==> config.mk <==
export PLATFORM = sky130hd
export DESIGN_NAME = tinycpu_memresp
export DESIGN_NICKNAME = d
export VERILOG_FILES = /design/src/rtl/tinycpu_pkg.sv /design/src/rtl/tinycpu_ram.sv /design/src/rtl/tinycpu_memresp.sv
export SDC_FILE = /design/constraint.sdc
export NUM_CORES = 2
export LEC_CHECK = 0
export BUFFER_PORTS_ARGS = -buffer_cell sky130_fd_sc_hd__buf_2
export CORE_ASPECT_RATIO = 0.5
export CORE_UTILIZATION = 29
export CTS_BUF_LIST = sky130_fd_sc_hd__clkbuf_4 sky130_fd_sc_hd__clkbuf_8
export CTS_CLUSTER_SIZE = 40
export DETAILED_ROUTE_END_ITERATION = 16
export SLEW_MARGIN = 20
export SYNTH_ARGS = -nofsm -noshare
export SYNTH_HDL_FRONTEND = slang
export SYNTH_SLANG_ARGS = --single-unit
export TNS_END_PERCENT = 20
==> constraint.sdc <==
create_clock -name clk -period 6.4 [get_ports clk]
set_input_delay 0.32 -clock clk [delete_from_list [all_inputs] [get_ports clk]]
set_output_delay 0.32 -clock clk [all_outputs]
set_load 0.01 [all_outputs]
==> src/rtl/tinycpu_pkg.sv <==
// Shared encodings for the tinycpu slice: CPU execution state and the
// memory-responder handshake FSM.
package tinycpu_pkg;

  typedef enum logic [1:0] {
    EX_FETCH     = 2'd0,
    EX_DECODE    = 2'd1,
    EX_EXECUTE   = 2'd2,
    EX_WRITEBACK = 2'd3
  } exec_state_e;

  typedef enum logic [1:0] {
    IDLE = 2'd0,
    WAIT = 2'd1,
    RESP = 2'd2
  } memresp_state_e;

  localparam int ACC_W  = 16;
  localparam int WCNT_W = 4;

endpackage

==> src/rtl/tinycpu_ram.sv <==
// Single-port synchronous word array with write enable and registered read;
// contents are never reset.
module tinycpu_ram #(
  parameter int AW    = 8,
  parameter int DW    = 8,
  parameter int DEPTH = 256
) (
  input  logic          clk,
  input  logic          we_i,
  input  logic          re_i,
  input  logic [AW-1:0] addr_i,
  input  logic [DW-1:0] wdata_i,
  output logic [DW-1:0] rdata_o
);

  localparam int IW = (DEPTH > 1) ? $clog2(DEPTH) : 1;

  logic [DW-1:0] mem_q [DEPTH];
  logic [DW-1:0] rdata_q;
  logic [IW-1:0] idx;

  // Callers only enable an access for in-range addresses, so the low bits suffice.
  assign idx = addr_i[IW-1:0];

  always_ff @(posedge clk) begin
    if (we_i) mem_q[idx] <= wdata_i;
    if (re_i) rdata_q <= mem_q[idx];
  end

  assign rdata_o = rdata_q;

endmodule

==> src/rtl/tinycpu_memresp.sv <==
// Memory responder for the tinycpu: valid/ready request, fixed wait cycles,
// held response with error flag for out-of-range addresses, access counter.
module tinycpu_memresp
  import tinycpu_pkg::*;
#(
  parameter int AW    = 8,
  parameter int DW    = 8,
  parameter int DEPTH = 256,
  parameter int WAITS = 1
) (
  input  logic             clk,
  input  logic             reset,
  input  logic             req_valid,
  output logic             req_ready,
  input  logic             req_write,
  input  logic [AW-1:0]    req_addr,
  input  logic [DW-1:0]    req_wdata,
  output logic             rsp_valid,
  input  logic             rsp_ready,
  output logic [DW-1:0]    rsp_rdata,
  output logic             rsp_err,
  output logic [ACC_W-1:0] acc_count
);

  localparam logic [AW:0]       DEPTH_L = (AW+1)'(DEPTH);
  localparam logic [WCNT_W-1:0] WAITS_L = WCNT_W'(WAITS);

  memresp_state_e    state_q, state_d;
  logic [WCNT_W-1:0] cnt_q, cnt_d;
  logic [ACC_W-1:0]  acc_q, acc_d;
  logic              err_q, err_d;
  logic              write_q;
  logic [AW-1:0]     addr_q;
  logic [DW-1:0]     wdata_q;

  logic              accept;
  logic              enter_resp;
  logic              eff_write;
  logic [AW-1:0]     eff_addr;
  logic [DW-1:0]     eff_wdata;
  logic              in_range;
  logic              ram_we, ram_re;
  logic [DW-1:0]     ram_rdata;

  assign req_ready = (state_q == IDLE);
  assign accept    = req_valid && req_ready;

  // With WAITS=0 the memory access happens on the accept edge, before the
  // request registers hold it, so the live inputs are used in IDLE.
  assign eff_write = (state_q == IDLE) ? req_write : write_q;
  assign eff_addr  = (state_q == IDLE) ? req_addr  : addr_q;
  assign eff_wdata = (state_q == IDLE) ? req_wdata : wdata_q;
  assign in_range  = ({1'b0, eff_addr} < DEPTH_L);

  always_comb begin
    state_d    = state_q;
    cnt_d      = cnt_q;
    acc_d      = acc_q;
    err_d      = err_q;
    enter_resp = 1'b0;
    case (state_q)
      IDLE: begin
        if (accept) begin
          if (WAITS_L == '0) begin
            state_d    = RESP;
            enter_resp = 1'b1;
          end else begin
            state_d = WAIT;
            cnt_d   = WAITS_L;
          end
        end
      end
      WAIT: begin
        if (cnt_q == WCNT_W'(1)) begin
          state_d    = RESP;
          enter_resp = 1'b1;
        end else begin
          cnt_d = cnt_q - WCNT_W'(1);
        end
      end
      RESP: begin
        if (rsp_ready) begin
          state_d = IDLE;
          acc_d   = acc_q + ACC_W'(1);
        end
      end
      default: state_d = IDLE;
    endcase
    if (enter_resp) err_d = !in_range;
  end

  // Reset must also veto a commit that would otherwise land on the same edge.
  assign ram_we = enter_resp && eff_write  && in_range && !reset;
  assign ram_re = enter_resp && !eff_write && in_range && !reset;

  always_ff @(posedge clk) begin
    if (reset) begin
      state_q <= IDLE;
      cnt_q   <= '0;
      acc_q   <= '0;
      err_q   <= 1'b0;
    end else begin
      state_q <= state_d;
      cnt_q   <= cnt_d;
      acc_q   <= acc_d;
      err_q   <= err_d;
    end
  end

  always_ff @(posedge clk) begin
    if (accept) begin
      write_q <= req_write;
      addr_q  <= req_addr;
      wdata_q <= req_wdata;
    end
  end

  tinycpu_ram #(
    .AW    (AW),
    .DW    (DW),
    .DEPTH (DEPTH)
  ) u_ram (
    .clk     (clk),
    .we_i    (ram_we),
    .re_i    (ram_re),
    .addr_i  (eff_addr),
    .wdata_i (eff_wdata),
    .rdata_o (ram_rdata)
  );

  // The RAM read register only changes on entry to RESP, so data stays stable.
  assign rsp_valid = (state_q == RESP);
  assign rsp_err   = rsp_valid && err_q;
  assign rsp_rdata = (rsp_valid && !write_q && !err_q) ? ram_rdata : '0;
  assign acc_count = acc_q;

endmodule
# Word-level counts from Yosys, hierarchy flattened
# Memory sizes are Yosys's and may differ from the RTL's. A register that Yosys moved wholly into a read port is not among the register bits.
# Index checks and enable logic that the tools add are counted.
# W data, S select, Z words.
# totals
reg_bits,39
mem_bits_rw,2048
output_inout_bits,27
word_cells,45
memories,1
# memory_table
memory,depth,word_bits,rd,rd_ports_with_merged_regs,write_ports,line_no,rtl
u_ram.mem_q,256,8,1,1,1,tinycpu_ram.sv:18,logic [DW-1:0] mem_q [DEPTH];
# op_classes
add_sub_neg,2
eq_ne,7
n_mux,15
reduce_logical,14
# op_table
op,n
$mux W8,3
$add A16 B1 Y16 const B,1
$mux W4,2
$pmux W4 S2,1
$logic_and A1 B1 Y1,6
$mux W2,3
$pmux W2 S3,1
$reduce_and A3 Y1,2
$mux W1,5
$eq A4 B1 Y1 const B,1
$ne A2 B1 Y1 const B,2
$ne A2 B2 Y1 const B,2
$sub A4 B1 Y4 const B,1
$logic_not A1 Y1,3
$eq A2 B1 Y1 const B,1
$eq A2 B2 Y1 const B,1
$logic_not A2 Y1,1
$reduce_and A2 Y1,1
$reduce_bool A2 Y1,1

# Longest topological paths before layout
# depth
ltp_word,7
mapped_depth,12
mapped_depth_nobuf,9

# Modules after synthesis
# A second synthesis with hierarchy kept.
# hier_totals
cells_unflattened,3720
area_unflattened_um2,80417.1
# by_module_without_submodules
mod,n_inst,cells_per_inst,area_per_inst_um2,seq_area_each_um2
tinycpu_ram,1,3547,78572.9,61739.2
tinycpu_memresp,1,173,1844.3,950.9

# Worst setup path after synthesis
# No wires, ideal clock.
# synth_path
path_type,reg-to-reg
startpoint,reg state_q[1]
endpoint,"mem u_ram.mem_q[0][0], data pin"
setup_time_ns,0.822
t_arrival_ns,4.443
required_ns,5.578
path_slack_ns,1.135
stages_incl_launch_ff,8
synth_period_minus_slack_ns,5.265
cell_sequence,dfxtp_1 > or2_1 > buf_4 > inv_6 > buf_2 > buf_1 > nand2_1 > nand2_1
# synth_via
elab_chain_cells,2
# synth_lines
element,line_no,rtl
start: declaration,tinycpu_memresp.sv:28,"memresp_state_e state_q, state_d;"
start signal: assignment,tinycpu_memresp.sv:103,state_q <= state_d;
$logic_not A2 Y1,n/a,
named net req_ready,tinycpu_memresp.sv:14,"output logic req_ready,"
$mux W8,tinycpu_memresp.sv:52,assign eff_wdata = (state_q == IDLE) ? req_wdata : wdata_q;
named net eff_wdata[0],tinycpu_memresp.sv:40,logic [DW-1:0] eff_wdata;
end: declaration,tinycpu_ram.sv:18,
# The timed path passes the listed nets, and every way through them passes these cells.

# Worst setup path after layout
# layout_path
startpoint,reg state_q[0]
endpoint,"reg u_ram.rdata_q[6] (netlist: u_ram.rdata_o[6]) (read register of u_ram.mem_q), data pin"
# layout_via
elab_chain_cells,5
elab_cells_between_ends,8
# layout_lines
element,line_no,rtl
$logic_not A2 Y1,"tinycpu_memresp.sv:50, tinycpu_memresp.sv:51",
$mux W1,tinycpu_memresp.sv:50,assign eff_write = (state_q == IDLE) ? req_write : write_q;
$logic_not A1 Y1,tinycpu_memresp.sv:94,assign ram_re = enter_resp && !eff_write && in_range && !reset;
$logic_and A1 B1 Y1 (2 in a row),tinycpu_memresp.sv:94,
end: declaration,tinycpu_ram.sv:19,logic [DW-1:0] rdata_q;
# Several ways; a longest one is shown, not always the timed one.
# A chain may end at the register's enable or synchronous reset.

==> metrics.txt <==
outcome finished, final reports clean; Vias between 40k and 50k; Placed Area just over 0.08 mm²; Seq cells post-synth roughly 2.1k; number of fill cells in the layout approximately 25k; vias in the first global route about 43k; commonest non-fill, non-tap cell in the layout edfxtp_1; clk buf depth 4; finished layout cell area between 0.08 and 0.09 mm²; Setup-failing EPs final 0; final antenna-violating net count 0; critical path fanouts, max 74; Synth Area in XOR/XNOR less than 1%; mux share of post-synthesis cell area less than 1%; worst endpoint data arrival time 6460 ps; root buffer selected by CTS clkbuf_8; Max VDD drop 0.2357 mV; Synth Area in Simple Gates under 10%; final core occ between 30% and 40%; WL final 207.4 mm; die width roughly 730 µm; Multi-input gate area between 0.01 and 0.015 mm²; combinational cell fraction of total power about a tenth; P_int around 22 mW; Tot GR Track Use between 10% and 20%; clk sink count 2095; PwrDens 330.3 mW/mm²; die area roughly 0.27 mm²; post-synth top area cell edfxtp_1; drt pass-1 iters 5; cell count after synthesis 4270; Yosys warning count 0; Tmin final 5710 ps; Cell Rows between 100 and 150; Area contributors post-synth edfxtp_1, a22o_1, a221oi_1, o22ai_1, nor2_1; Crit Path Category reg2reg; Compound-Gate Fraction of Synth Area 14.17%; sequential share of the synthesized area 80.92%; area grow syn2layout 13.96%; initial antenna violation count 6; DRT iter0 DRCs 5372; EDFF count, synth slightly above 2k; CTS Buf Count 333; Crit. End Element flop; share of power burned in the clock network 36.8%; final std cells w/o fill 8192; adder-cell share of the synthesized area 0.04845%; CTS tree yes; critical path required time ~7000 ps; Min Hold Slack roughly 73 ps; share of cells above drive strength 1 14.10%; NetSw between 7 and 8 mW; register area 0.06269 mm²; Most used DFF post-synth edfxtp_1; Slew @ Worst Pin between 1000 and 1500 ps; largest family of logic cells by synthesized area compound AO/OA/AOI/OAI gates; Netlist cell types 50; fin nets around 4.5k; global-route wire length before repair around 300 mm; I/O pin count between 40 and 50; HPWL Detailed about 120 mm; MaxCap Viol Count 0; RD Place Congestion approximately 0.88; post-synth top area share 80.35%; max-slew violations 0; GR Overflow Total 0; Final Hold Viols 0; Tcrit/Tclk final 89.21%; H-tree depth 5; largest net degree at the start of global routing 219; die height 367.5 µm; Worst-path clk slew roughly 60 ps; RSZ-0062 raised after global routing false; FMAX 175.1 MHz; average cell area after synthesis 18.14 µm²; setup bufs post-CTS 0; WL/cell between 20 and 30 µm; worst hold path type in2reg; most frequent cells in the layout edfxtp_1, a22o_1, a221oi_1, clkbuf_8, nor2_1; Clock Skew around 75 ps; initial core utilization around 30%; post-synthesis async set-or-reset flop share 0%; PortBufs 46; nature of the critical path startpoint flop; Synth Cell Area around 0.077 mm²; DRC 0; Clk Latency, worst-skew pair about 1100 ps; TNS Setup 0 ps; Synthesized Nets 4294; Switching Fraction 24.59%; placed cells around 7.6k; Via density between 5 and 6; max_slew headroom 14.06%; sequential power share a little over half; core area approximately 0.26 mm²; Leak Pwr between 20 and 30 nW
-- power by group through the flow --
| stage | clock, mW | sequential, mW | combinational [mW] |
|---|---|---|---|
| 2_1_floorplan | 0 | 16.0 | 1.62 |
| 3_3_place_gp | 0 | 15.8 | 2.81 |
| 3_5_place_dp | 0 | 15.8 | 2.84 |
| 4_1_cts | 10.9 | 15.6 | 2.86 |
| 5_1_grt | 11.4 | 15.6 | 3.03 |
| 6_report | 10.7 | 15.6 | 2.88 |
-- cells in the mapped netlist (all sizes together) (10+ instances only) --
cell type and instances:
edfxtp 2073, o22ai 256, nor2 278, a221oi 512, nor4 65, xor2 11, nand2 96, a22o 512
dfxtp 22, clkbuf 199, a21oi 18, buf 116, nand3 10
-- flip-flops by register name (all words and copies together), names as in the netlist --
name / count
u_ram.mem_q: 2048
addr_q: 8
state_q: 2
wdata_q: 8
u_ram.rdata_o: 8
cnt_q: 4
write_q: 1
acc_count: 16
-- final timing paths --
path | from | endpoint | slack, ps | cells past startpoint
max | state_q[0] | u_ram.rdata_o[6] | 690 | 10
min | req_addr[1] | addr_q[1] | 70 | 2
max reg2reg | state_q[0] | u_ram.rdata_o[6] | 690 | 10
min reg2reg | acc_count[15] | acc_count[15] | 520 | 2
-- through the flow --
stage          total power [mW]  setup WS (ps)
3_5_place_dp              18.69          900.4
3_3_place_gp              18.66          747.6
6_report                  29.16          690.4
5_1_grt                   30.01          692.2
4_1_cts                   29.29          849.6
2_1_floorplan             17.66           1135
-- area by class of cell --
class	count	area share [%]
timing repair buffer	162	1.729
clock buffer	442	6.174
antenna	8	0.02267
multi-input combinational	1854	15.39
tap	3510	4.974
sequential	2095	71.00
clock inverter	115	0.6788
inverter	6	0.03118
-- critical path, cell delays in order, from the launching register on --
cell      delay (ps)
dfxtp_1          420
or2_1            830
o21ai_4          200
buf_4            440
buf_4            540
a22o_1           340
a221oi_1         320
o22ai_1          200
nor4_1          1050
a21oi_1          510
a2111o_1         460
-- repair_timing --
action / CTS / global route
gates resized for setup: 0 / 0
hold buffers: 32 / 0
hold endpoints to repair: 90 / 0
-- per-layer routing --
metal	GRT usage (%)	up-vias	wire length (µm)
li1	-	18575	-
met1	20.81	22735	89540
met2	22.83	2075	94760
met3	3.037	365	17280
met4	4.711	2	5803
met5	0	-	13
-- cells by family (layout without fill, tap and decap cells) --
| family | count (synthesis) | after routing |
|---|---|---|
| xor+xnor | 17 | 17 |
| other cells | 1 | 9 |
| mux | 2 | 2 |
| simple gates | 500 | 500 |
| flops | 2095 | 2095 |
| compound gates | 1331 | 1331 |
| fa+ha+maj | 3 | 3 |
| buf+inv | 321 | 725 |
(Power assumes the default switching activity.)
